==> src/rtl/mem_arb_pkg.sv <==
// ============================================================================
// mem_arb_pkg : shared constants for the memory access arbiter
// Revision    : 1.0
// ============================================================================
`default_nettype none

package mem_arb_pkg;

   localparam int DEF_ADDR_W       = 16;
   localparam int DEF_DATA_W       = 32;
   localparam int DEF_CLEAR_CYCLES = 1;

   typedef logic [2:0] state_t;

   localparam logic [2:0] ST_CLEAR = 3'd0;
   localparam logic [2:0] ST_IDLE  = 3'd1;
   localparam logic [2:0] ST_WR    = 3'd2;
   localparam logic [2:0] ST_RD    = 3'd3;
   localparam logic [2:0] ST_RSP   = 3'd4;

   // Grant encoding doubles as the requester index into req/gnt vectors.
   localparam logic GNT_WR = 1'b0;
   localparam logic GNT_RD = 1'b1;

   function automatic logic [15:0] sat_inc16(input logic [15:0] v);
      return (v == 16'hFFFF) ? v : v + 16'd1;
   endfunction

endpackage

`default_nettype wire

==> src/rtl/mem_arb_rr2.sv <==
// ============================================================================
// mem_arb_rr2 : combinational two-way round-robin pick, one-hot grant
// Revision    : 1.0
// ============================================================================
`default_nettype none

module mem_arb_rr2
   import mem_arb_pkg::*;
(
   input  logic [1:0] req,
   input  logic       last_grant,
   input  logic       enable,
   output logic [1:0] gnt
);

   // On a tie the requester that was not served last wins.
   always_comb begin
      gnt    = 2'b00;
      gnt[0] = enable & req[0] & (~req[1] | (last_grant == GNT_RD));
      gnt[1] = enable & req[1] & (~req[0] | (last_grant == GNT_WR));
   end

endmodule

`default_nettype wire

==> src/rtl/mem_access_arbiter.sv <==
// ============================================================================
// mem_access_arbiter : shares a single-port word memory between a writer and
//                      a reader, and sequences the memory's clear.
// Optional grant counters are enabled with `define MEM_ARB_STATS_EN.
// Revision           : 1.0
// ============================================================================
`default_nettype none

module mem_access_arbiter
   import mem_arb_pkg::*;
#(
   parameter int ADDR_W       = DEF_ADDR_W,
   parameter int DATA_W       = DEF_DATA_W,
   parameter int CLEAR_CYCLES = DEF_CLEAR_CYCLES
) (
   input  logic              clk,
   input  logic              reset,
   input  logic              wr_req,
   input  logic [ADDR_W-1:0] wr_addr,
   input  logic [DATA_W-1:0] wr_data,
   output logic              wr_ready,
   input  logic              rd_req,
   input  logic [ADDR_W-1:0] rd_addr,
   output logic              rd_ready,
   output logic              rd_rsp_valid,
   output logic [DATA_W-1:0] rd_rsp_data,
   input  logic              clr_req,
   output logic              busy,
   output logic              mem_reset_n,
   output logic              mem_start,
   output logic              mem_rwn,
   output logic [ADDR_W-1:0] mem_address_dec,
   output logic [ADDR_W-1:0] mem_address_test,
   output logic [DATA_W-1:0] mem_data_in,
   input  logic [DATA_W-1:0] mem_data_out
`ifdef MEM_ARB_STATS_EN
   ,
   output logic [15:0]       wr_grant_cnt,
   output logic [15:0]       rd_grant_cnt
`endif
);

   localparam int CNT_W = $clog2(CLEAR_CYCLES + 1);
   localparam logic [CNT_W-1:0] CNT_LAST = CNT_W'(CLEAR_CYCLES - 1);

   state_t            state_q, state_d;
   logic [CNT_W-1:0]  clr_cnt_q, clr_cnt_d;
   logic              last_grant_q, last_grant_d;
   logic              mem_reset_n_q, mem_reset_n_d;
   logic              mem_start_q, mem_start_d;
   logic              mem_rwn_q, mem_rwn_d;
   logic [ADDR_W-1:0] addr_dec_q, addr_dec_d;
   logic [ADDR_W-1:0] addr_test_q, addr_test_d;
   logic [DATA_W-1:0] data_in_q, data_in_d;

   logic [1:0]        gnt;
   logic              arb_en;

   assign arb_en = (state_q == ST_IDLE) && !clr_req;

   mem_arb_rr2 u_rr2 (
      .req        ({rd_req, wr_req}),
      .last_grant (last_grant_q),
      .enable     (arb_en),
      .gnt        (gnt)
   );

   always_comb begin
      state_d      = state_q;
      clr_cnt_d    = clr_cnt_q;
      last_grant_d = last_grant_q;
      addr_dec_d   = addr_dec_q;
      addr_test_d  = addr_test_q;
      data_in_d    = data_in_q;

      case (state_q)
         ST_CLEAR: begin
            if (clr_cnt_q == CNT_LAST) begin
               state_d   = ST_IDLE;
               clr_cnt_d = '0;
            end else begin
               clr_cnt_d = clr_cnt_q + CNT_W'(1);
            end
         end
         ST_IDLE: begin
            if (clr_req) begin
               state_d   = ST_CLEAR;
               clr_cnt_d = '0;
            end else if (gnt[0]) begin
               state_d      = ST_WR;
               last_grant_d = GNT_WR;
               addr_dec_d   = wr_addr;
               data_in_d    = wr_data;
            end else if (gnt[1]) begin
               state_d      = ST_RD;
               last_grant_d = GNT_RD;
               addr_test_d  = rd_addr;
            end
         end
         ST_WR:   state_d = ST_IDLE;
         ST_RD:   state_d = ST_RSP;
         ST_RSP:  state_d = ST_IDLE;
         default: begin
            state_d   = ST_CLEAR;
            clr_cnt_d = '0;
         end
      endcase

      // Memory strobes are registered decodes of the state being entered.
      mem_reset_n_d = (state_d != ST_CLEAR);
      mem_start_d   = (state_d == ST_WR);
      mem_rwn_d     = (state_d == ST_RD);
   end

   always_ff @(posedge clk or posedge reset) begin
      if (reset) begin
         state_q       <= ST_CLEAR;
         clr_cnt_q     <= '0;
         last_grant_q  <= GNT_RD;
         mem_reset_n_q <= 1'b0;
         mem_start_q   <= 1'b0;
         mem_rwn_q     <= 1'b0;
         addr_dec_q    <= '0;
         addr_test_q   <= '0;
         data_in_q     <= '0;
      end else begin
         state_q       <= state_d;
         clr_cnt_q     <= clr_cnt_d;
         last_grant_q  <= last_grant_d;
         mem_reset_n_q <= mem_reset_n_d;
         mem_start_q   <= mem_start_d;
         mem_rwn_q     <= mem_rwn_d;
         addr_dec_q    <= addr_dec_d;
         addr_test_q   <= addr_test_d;
         data_in_q     <= data_in_d;
      end
   end

   assign wr_ready         = gnt[0];
   assign rd_ready         = gnt[1];
   assign busy             = (state_q != ST_IDLE);
   // data_out is stable in RSP because rwn is already low again.
   assign rd_rsp_valid     = (state_q == ST_RSP);
   assign rd_rsp_data      = mem_data_out;
   assign mem_reset_n      = mem_reset_n_q;
   assign mem_start        = mem_start_q;
   assign mem_rwn          = mem_rwn_q;
   assign mem_address_dec  = addr_dec_q;
   assign mem_address_test = addr_test_q;
   assign mem_data_in      = data_in_q;

`ifdef MEM_ARB_STATS_EN
   logic [15:0] wr_cnt_q, wr_cnt_d;
   logic [15:0] rd_cnt_q, rd_cnt_d;

   always_comb begin
      wr_cnt_d = wr_cnt_q;
      rd_cnt_d = rd_cnt_q;
      if (state_d == ST_CLEAR) begin
         wr_cnt_d = '0;
         rd_cnt_d = '0;
      end else begin
         if (state_q == ST_IDLE && state_d == ST_WR) wr_cnt_d = sat_inc16(wr_cnt_q);
         if (state_q == ST_IDLE && state_d == ST_RD) rd_cnt_d = sat_inc16(rd_cnt_q);
      end
   end

   always_ff @(posedge clk or posedge reset) begin
      if (reset) begin
         wr_cnt_q <= '0;
         rd_cnt_q <= '0;
      end else begin
         wr_cnt_q <= wr_cnt_d;
         rd_cnt_q <= rd_cnt_d;
      end
   end

   assign wr_grant_cnt = wr_cnt_q;
   assign rd_grant_cnt = rd_cnt_q;
`endif

endmodule

`default_nettype wire

==> config.mk <==
export PLATFORM = sky130hd
export DESIGN_NAME = mem_access_arbiter
export DESIGN_NICKNAME = d
export VERILOG_FILES = /design/src/rtl/mem_arb_pkg.sv /design/src/rtl/mem_arb_rr2.sv /design/src/rtl/mem_access_arbiter.sv
export SDC_FILE = /design/constraint.sdc
export NUM_CORES = 1
export LEC_CHECK = 0
export ABC_CLOCK_PERIOD_IN_PS = 5100
export BUFFER_PORTS_ARGS = -buffer_cell sky130_fd_sc_hd__buf_2
export CAP_MARGIN = 20
export CORE_MARGIN = 2
export CORE_UTILIZATION = 35
export DETAILED_ROUTE_END_ITERATION = 10
export GPL_ROUTABILITY_DRIVEN = 0
export GPL_TIMING_DRIVEN = 0
export PLACE_DENSITY_LB_ADDON = 0.1
export SYNTH_ARGS = -nofsm -noshare
export SYNTH_HDL_FRONTEND = slang
export SYNTH_SLANG_ARGS = --single-unit
==> constraint.sdc <==
create_clock -name clk -period 5.1 [get_ports clk]
set_input_delay 0.51 -clock clk [delete_from_list [all_inputs] [get_ports clk]]
set_output_delay 0.51 -clock clk [all_outputs]
set_load 0.1 [all_outputs]
==> impl_results.md <==
- Syn Std Cell Area: around 0.003 mm²
- Startpoint Class: flop
- Routed vias: about 2.1k
- Die Ht: roughly 97 µm
- Slowest stage delay, CP: between 0.5 and 0.6 ns
- Achievable Freq: approximately 370 MHz
- Post-CTS setup buffers: 0
- Flops & latches, synth: 71
- Initial antenna violation count: 0
- FF+latch area: 0.00178 mm²
- Vias in the first global route: between 2k and 2.5k
- Die X: approximately 97 µm
- 1st-pass router iterations: 4
- Max cap viols: 0
- Clock sinks: 71
- Via density per instance: roughly 4.3
- CTS HTree Levels: 3
- TritonCTS clock tree: done
- Measured slew at the worst slew-check pin: about 0.5 ns
- Pin count of the biggest net entering global routing: 53
- Synthesis-to-layout area growth: 42.9%
- DRC viols: 0
- Crit-path max FO: 10
- Status: complete, no violations
- First-pass GRT wire length: about 9400 µm
- CTS max path bufs: 2
- Clk Latency, worst-skew pair: approximately 0.33 ns
- ANT nets after route: 0
- Share of cells above drive strength 1: between 70% and 80%
- Post-synthesis net count: between 200 and 300
- Hold-fix buffers at CTS: 0
- Final setup fails: 0
- Critical path class: reg2out
- Number of port buffers: 171
- Crit path max-delay family: simple AND/OR/NAND/NOR gates
- Required time of the critical path: approximately 4.6 ns
- Gr ovfl total: 0
- Fillcell total: between 700 and 800
- Max Clock Skew: 0.00814 ns
- 1st-iter DRT viols: 27
- RSZ-0062 raised after global routing: false
- CP Capture Type: output port
- Crit path buffers/inverters: 3
- Fin crit share: 53.6%
- Min-Delay Path Class: in2async
- Multi-input gate area: ~900 µm²
- I/O pin count: ~200
- Mean Syn Cell Area: 15.4 µm²
- GRT Total Usage: 13.2%
- Root Driver: clkbuf_8
- Distinct cell type count after synthesis: 21
- Nets: ~480
- Cts bufs inserted: 9
- Slowest CP cell: nor4b_4
- Core ar.: about 0.0083 mm²
- Mapped Cells: 195
- Worst path cell trace: nor4b_4, nand3_4, buf_6, inv_1, buf_2
- Post-Route Setup TNS: 0 ns
- Rows: 33
- Most frequent cells in the layout: buf_2 (171), dfrtp_1 (70), mux2_2 (56)
- DR WL/cell: approximately 13 µm
- Starting Density: roughly 36%
- Slew Limit Fails: 0
- Yosys Warn Count: 0
- # diodes: 0
- Minimum clock period after layout: between 2 and 3 ns
- Final hold viol count: 0
- Reg clk slew, reported paths: 0.07 ns
- Critical Path AT: about 2.2 ns
- Die ar.: between 0.009 and 0.01 mm²
- Dpl hpwl: 4910 µm
- Most common cell after layout, fill and taps aside: buf_2
- Sequential-to-total area share from yosys stat: approximately 60%
- Slew HR: between 60% and 70%
- DRT Wirelength: 6350 µm
- Post-cts sizing count: 0
[sequential cells by signal, indices dropped and copies added (netlist names)]
name and count:
mem_rwn 1, mem_start 1, mem_address_dec 16, mem_data_in 32, mem_reset_n 1, mem_address_test 16, last_grant_q 1, state_q 3
[cell usage after synthesis (all sizes together)]
cell type,number,area [µm²]
dfrtp,70,1750
mux2,64,751
buf,38,308
inv,5,18.8
a21oi,2,10.0
nand2,2,7.51
nand3,2,35.0
a2111oi,1,8.76
a31oi,1,6.26
and2b,1,7.51
dfstp,1,26.3
nand2b,1,6.26
nor2,1,3.75
nor3b,1,7.51
nor4b,1,23.8
o21a,1,7.51
o22ai,1,6.26
or2,1,6.26
or3b,1,8.76
[area by class of cell]
class / instances / share of cell area [%]
clock buffers: 11 / 3.30
multi-input cells: 81 / 20.9
repair buffers: 172 / 20.6
inverters: 5 / 0.496
clock inverters: 5 / 3.01
well taps: 105 / 3.06
flip-flops and latches: 71 / 41.5
plain buffers: 38 / 7.18
[metal layers]
metal	track usage, %	part of all wire [%]
met5	0	0
met4	6.34	1.3
met3	5.43	13
met2	21.5	46
met1	15.1	39
[worst paths after layout]
check,end,slack (ns),cells past startpoint,from
max,rd_ready,2.37,5,state_q[1]$_DFF_PP0_
min,mem_data_in[2]$_DFFE_PP0P_,0.12,2,reset
max reg2reg,mem_address_test[3]$_DFFE_PP0P_,3.26,4,state_q[1]$_DFF_PP0_
min reg2reg,mem_data_in[27]$_DFFE_PP0P_,0.50,1,mem_data_in[27]$_DFFE_PP0P_
max in group asynchronous,last_grant_q$_DFFE_PP1P_,4.38,3,reset
min in group clk,mem_data_in[17]$_DFFE_PP0P_,0.40,2,wr_data[17]
[cell families (layout without fill, tap and decap cells)]
| family | after synthesis | count (layout) | share of synthesized area, % |
|---|---|---|---|
| compound gates | 6 | 6 | 1.29 |
| buf+inv | 43 | 231 | 10.9 |
| flops | 71 | 71 | 59.3 |
| mux | 64 | 64 | 25.0 |
| simple gates | 11 | 11 | 3.54 |
[metrics by stage]
stage          instances  util, %  setup WS, ns  cell area, µm²  hold WS (ns)
3_5_place_dp         472     48.7          2.55            4020         0.479
4_1_cts              488     51.9          2.33            4290         0.105
3_3_place_gp         471     48.3          1.82            3990         0.482
5_1_grt              488     51.9          2.22            4290         0.111
6_report             488     51.9          2.37            4290         0.118
2_1_floorplan        195        -          1.90            3000         0.508
Power is left out: the tool's default activity adds up to more than one toggle a clock period on the data nets, which glitch-free logic cannot reach.
